===== config.mk =====
export PLATFORM = sky130hd
export DESIGN_NAME = ad9228_capture_ctrl
export DESIGN_NICKNAME = d
export VERILOG_FILES = /design/src/rtl/ad9228_capture_ctrl.sv
export SDC_FILE = /design/constraint.sdc
export NUM_CORES = 1
export LEC_CHECK = 0
export BUFFER_PORTS_ARGS = -buffer_cell sky130_fd_sc_hd__buf_2
export CORE_MARGIN = 1.5
export CORE_UTILIZATION = 53
export CTS_CLUSTER_SIZE = 30
export DETAILED_ROUTE_END_ITERATION = 12
export GPL_TIMING_DRIVEN = 0
export PLACE_DENSITY = 0.76
export SLEW_MARGIN = 20
export SYNTH_ARGS = -nofsm -noshare
export SYNTH_HDL_FRONTEND = slang
export SYNTH_SLANG_ARGS = --single-unit
export TNS_END_PERCENT = 5

===== constraint.sdc =====
create_clock -name clk -period 2.5 [get_ports clk]
set_input_delay 0.125 -clock clk [delete_from_list [all_inputs] [get_ports clk]]
set_output_delay 0.125 -clock clk [all_outputs]
set_load 0.02 [all_outputs]

===== src/rtl/ad9228_capture_ctrl.sv =====
// Capture sequencer for the AD9228 channel read paths: arm, trigger, post-trigger delay,
// then a fixed-length write-enable window shared by every channel FIFO.
module ad9228_capture_ctrl #(
    parameter int NUM_CH      = 4,
    parameter int COUNT_WIDTH = 16,
    parameter int DELAY_WIDTH = 16
) (
    input  logic                   clk,
    input  logic                   rst,
    input  logic                   arm,
    input  logic                   abort,
    input  logic                   trig_in,
    input  logic                   trig_sw,
    input  logic [DELAY_WIDTH-1:0] delay_cfg,
    input  logic [COUNT_WIDTH-1:0] nsamples_cfg,
    input  logic [NUM_CH-1:0]      fifo_full,
    output logic                   wr_en,
    output logic                   busy,
    output logic                   done,
    output logic                   overflow,
    output logic [COUNT_WIDTH-1:0] sample_count,
    output logic [2:0]             state
);

    typedef enum logic [2:0] {
        S_IDLE    = 3'd0,
        S_ARMED   = 3'd1,
        S_DELAY   = 3'd2,
        S_CAPTURE = 3'd3,
        S_DONE    = 3'd4
    } state_e;

    localparam logic [DELAY_WIDTH-1:0] DELAY_ONE = {{(DELAY_WIDTH-1){1'b0}}, 1'b1};
    localparam logic [DELAY_WIDTH-1:0] DELAY_ZERO = '0;
    localparam logic [COUNT_WIDTH-1:0] COUNT_ZERO = '0;

    state_e                 state_q, state_d;
    logic                   trig_in_q;
    logic [DELAY_WIDTH-1:0] delay_lat_q, delay_lat_d;
    logic [COUNT_WIDTH-1:0] nsamp_lat_q, nsamp_lat_d;
    logic [DELAY_WIDTH-1:0] delay_cnt_q, delay_cnt_d;
    logic [COUNT_WIDTH-1:0] count_q, count_d;
    logic                   overflow_q, overflow_d;
    logic                   wr_en_q, wr_en_d;
    logic                   busy_q, busy_d;
    logic                   done_q, done_d;

    logic                   trigger;
    logic [COUNT_WIDTH-1:0] count_inc;

    assign trigger   = (trig_in & ~trig_in_q) | trig_sw;
    assign count_inc = count_q + 1'b1;

    // State and datapath registers; the trigger history updates in every state.
    always_ff @(posedge clk) begin
        if (rst) begin
            state_q     <= S_IDLE;
            trig_in_q   <= 1'b0;
            delay_lat_q <= '0;
            nsamp_lat_q <= '0;
            delay_cnt_q <= '0;
            count_q     <= '0;
            overflow_q  <= 1'b0;
            wr_en_q     <= 1'b0;
            busy_q      <= 1'b0;
            done_q      <= 1'b0;
        end else begin
            state_q     <= state_d;
            trig_in_q   <= trig_in;
            delay_lat_q <= delay_lat_d;
            nsamp_lat_q <= nsamp_lat_d;
            delay_cnt_q <= delay_cnt_d;
            count_q     <= count_d;
            overflow_q  <= overflow_d;
            wr_en_q     <= wr_en_d;
            busy_q      <= busy_d;
            done_q      <= done_d;
        end
    end

    always_comb begin
        state_d     = state_q;
        delay_lat_d = delay_lat_q;
        nsamp_lat_d = nsamp_lat_q;
        delay_cnt_d = delay_cnt_q;
        count_d     = count_q;
        overflow_d  = overflow_q;
        if (abort) begin
            state_d = S_IDLE;
        end else begin
            case (state_q)
                S_IDLE: begin
                    if (arm && (nsamples_cfg != COUNT_ZERO)) begin
                        state_d     = S_ARMED;
                        delay_lat_d = delay_cfg;
                        nsamp_lat_d = nsamples_cfg;
                        overflow_d  = 1'b0;
                        count_d     = '0;
                    end
                end
                S_ARMED: begin
                    if (trigger) begin
                        delay_cnt_d = delay_lat_q;
                        state_d     = (delay_lat_q == DELAY_ZERO) ? S_CAPTURE : S_DELAY;
                    end
                end
                S_DELAY: begin
                    if (delay_cnt_q == DELAY_ONE) begin
                        state_d = S_CAPTURE;
                    end else begin
                        delay_cnt_d = delay_cnt_q - 1'b1;
                    end
                end
                S_CAPTURE: begin
                    // The cycle that sees a full flag still issued a write, so it is counted.
                    count_d = count_inc;
                    if (|fifo_full) begin
                        overflow_d = 1'b1;
                        state_d    = S_DONE;
                    end else if (count_inc == nsamp_lat_q) begin
                        state_d = S_DONE;
                    end
                end
                S_DONE:  state_d = S_IDLE;
                default: state_d = S_IDLE;
            endcase
        end
    end

    // Outputs are decoded from the next state and registered alongside it.
    always_comb begin
        wr_en_d = (state_d == S_CAPTURE);
        busy_d  = (state_d == S_ARMED) || (state_d == S_DELAY) || (state_d == S_CAPTURE);
        done_d  = (state_d == S_DONE);
    end

    assign wr_en        = wr_en_q;
    assign busy         = busy_q;
    assign done         = done_q;
    assign overflow     = overflow_q;
    assign sample_count = count_q;
    assign state        = state_q;

endmodule


==> qor.csv <==
stage,metric,value,unit
logic_synthesis,synth warn,0,
timing,part of the cycle the worst path needs,94.1,%
logic_synthesis,Synth top area share,37.3,%
logic_synthesis,post-synthesis instance area,0.00387,mm²
logic_synthesis,ys async rst share,0,%
final_layout,Final Core Density,66.8,%
placed_design,PortBufs,63,
worst_hold_path,Min-Delay Path Class,input port to register,
logic_synthesis,Area contributors post-synth,"dfxtp_1, nand2_1, a21oi_1",
setup_path,Worst EP required,2.73,ns
placed_design,DP HPWL,7.79,mm
cts,Post-CTS Setup Repair Bufs,0,
timing,clk_skew,0.0103,ns
logic_synthesis,largest family of logic cells by synthesized area,simple AND/OR/NAND/NOR gates,
logic_synthesis,Mapped Cells,518,
cts,clk buf depth,2,
timing,Slew headroom,59.7,%
setup_path,critical path launch point type,register,
setup_path,Max stage delay on crit path,0.46,ns
final_layout,final instance area,0.00462,mm²
logic_synthesis,Synth area leader,dfxtp_1,
final_layout,Layout Nets,645,
cts,Sink Count,72,
job,Max Cap Viol,0,
placed_design,placed standard-cell area,0.00430,mm²
drt,WL/cell,15.4,µm
setup_path,critical path class,register to register,
logic_synthesis,post-synthesis simple-gate area fraction,31.2,%
timing,minimum clock period,2.35,ns
placed_design,GPL Wtd Cong,0.932,
timing,final hold violation count,0,
timing,Slew Limit Fails,0,
final_layout,Syn-to-layout area delta,19.4,%
die,Die Ht,88.4,µm
pwr,pwr/cell area,549,mW/mm²
cts,CTS root buf,clkbuf_8,
logic_synthesis,Main synth FF type,dfxtp_1,
cts,H-tree Lvls,3,
grt,vias in the first global route,3607,
logic_synthesis,syn_nets,563,
logic_synthesis,Synth Area per Inst,7.46,µm²
logic_synthesis,Synth cell types,54,
drt,Via Count,4093,
setup_path,critical path arrival,2.58,ns
setup_path,crit-path cells,ha_2 > and3_1 > and3_1 > xnor2_1 > nand4_1 > o41ai_2 > o21ai_1,
timing,slew of the pin with the lowest slew margin,0.604,ns
logic_synthesis,Synth Area in XOR/XNOR,4.76,%
die,Cell Rows,30,
die,initial core utilization,56.0,%
drt,DR pass1 iterations,5,
logic_synthesis,number of synthesized register bits,72,
drt,detailed-route vias per instance,5.84,
drt,Detail Route Antenna Nets,0,
grt,GRT Resource Usage Total,29.1,%
cts,TritonCTS clock tree,yes,
run_status,status,"finished, final reports clean",
final_layout,share of layout cells above drive strength 1,17.5,%
grt,global-route wire length before repair,17.6,mm
final_layout,diode count,0,
setup_path,Crit. End Element,register,
timing,RSZ-0062 raised after global routing,false,
cts,CTS buffer count,9,
setup_path,"most used cell, CP",and3_1,
drt,WL final,10.8,mm
drt,DRT iter0 DRCs,411,
logic_synthesis,post-synthesis sequential area ratio,37.3,%
die,I/O pin count,65,
logic_synthesis,"count leader, synth",nand2_1,
logic_synthesis,"EDFF count, synth",0,
logic_synthesis,Post-synth top cells,"nand2_1, dfxtp_1, a21oi_1",
timing,Fin Setup TNS,0,ns
die,Core Region,0.00691,mm²
pwr,Pleak,1.90,nW
logic_synthesis,adder-cell area share of the yosys netlist,0.971,%
setup_path,"critical path fanouts, max",7,
pwr,Max VDD drop,327,µV
setup_path,CP max stage cell,dfxtp_1,
logic_synthesis,mux contribution to synthesized area,0.291,%
grt,gr ovfl total,0,
timing,Fmax,0.425,GHz
drt,DRC,0,
logic_synthesis,Synth Area in Compound Gates,20.9,%
grt,pin count of the biggest net entering global routing,15,
die,Die W,88.4,µm
timing,Final setup viols,0,
cts,"Clk pin slew, worst setup/hold paths",0.08,ns
pwr,power consumption,2.53,mW
die,Die Outline Area,0.00782,mm²
grt,initial antenna violation count,0,
cts,Skew-Pair Late Insertion Delay,0.36,ns
metrics by stage:
step	setup slack, ns	cells	hold WS (ns)
2_1_floorplan	0.371	518	0.253
3_3_place_gp	0.0595	677	0.356
3_5_place_dp	0.0428	677	0.364
4_1_cts	0.117	701	0.00116
5_1_grt	0.00572	701	0.00483
6_report	0.146	701	0.00778
logic make-up after synthesis:
logic type | count (synthesis)
flip-flops | 72
multiplexers | 1
AND/OR/NAND/NOR | 242
buffers and inverters | 42
AO/OA/AOI/OAI | 137
adder cells (fa/ha/maj) | 3
XOR/XNOR | 21
where the power goes:
group | internal, mW | leakage, nW | total, mW | switching, mW
logic | 0.108 | 1.20 | 0.266 | 0.158
clock network | 0.572 | 0.110 | 1.06 | 0.493
registers | 1.18 | 0.584 | 1.20 | 0.0265
total | 1.86 | 1.90 | 2.53 | 0.678
final timing paths:
check | startpoint | endpoint | slack, ns | cells past startpoint
worst max-delay path | sample_count[0] | state[1] | 0.15 | 7
worst min-delay path | delay_cfg[7] | delay_lat_q[7] | 0.008 | 3
worst max register to register | sample_count[0] | state[1] | 0.15 | 7
worst min register to register | nsamp_lat_q[8] | nsamp_lat_q[8] | 0.47 | 2
critical path, delay by kind of cell, from the launching register on:
family          cells  cell delay [ns]
compound gates      2             0.53
simple gates        3             0.80
xor+xnor            1             0.15
fa+ha+maj           1             0.30
flops               1             0.46
cells in the final DEF, fill, tap and decap left out, types with 3 or more instances in the layout:
cell           instances
nand2_1              104
buf_2                 73
dfxtp_1               72
a21oi_1               69
nor2_1                42
clkbuf_1              28
o21ai_0               22
nand3_1               16
xor2_1                14
o21ai_1               10
nor4_1                 9
nor3_1                 9
clkbuf_8               9
nand2b_1               8
dlygate4sd3_1          8
xnor2_1                7
o211ai_1               7
nand4_1                6
and4_1                 6
and3_1                 6
or3_1                  5
nor2b_1                4
a31oi_1                4
nor3b_1                4
a22o_1                 4
o41ai_1                4
and2_1                 4
inv_1                  3
nand3b_1               3
a311oi_1               3
metal layers:
| metal | track usage, % | part of all wire, % | up-vias |
|---|---|---|---|
| met3 | 4.20 | 7.3 | 16 |
| met2 | 43.4 | 44 | 170 |
| met5 | 0 | 0 | - |
| met1 | 42.8 | 47 | 1917 |
| li1 | - | - | 1990 |
| met4 | 10.7 | 1.7 | 0 |
state kept, by name (all words and copies together), names as in the netlist:
| signal | flops |
|---|---|
| busy | 1 |
| delay_cnt_q | 16 |
| delay_lat_q | 16 |
| done | 1 |
| nsamp_lat_q | 16 |
| overflow | 1 |
| sample_count | 16 |
| state | 3 |
| trig_in_q | 1 |
| wr_en | 1 |
cell type report:
type	instances	area (µm²)
clock inverters	7	103
plain buffers	39	166
fillers	662	2290
clock buffers	9	124
inverters	3	11.3
well taps	96	120
flip-flops and latches	72	1440
repair buffers	71	395
multi-input cells	404	2260
what timing repair did:
action / 4_1_cts / 5_1_grt
setup endpoints to repair: 0 / 46
resized for setup: 0 / 2
hold buffers: 8 / 0
hold endpoints to repair: 8 / 0
No activity file was read; power rests on OpenSTA's default activity.
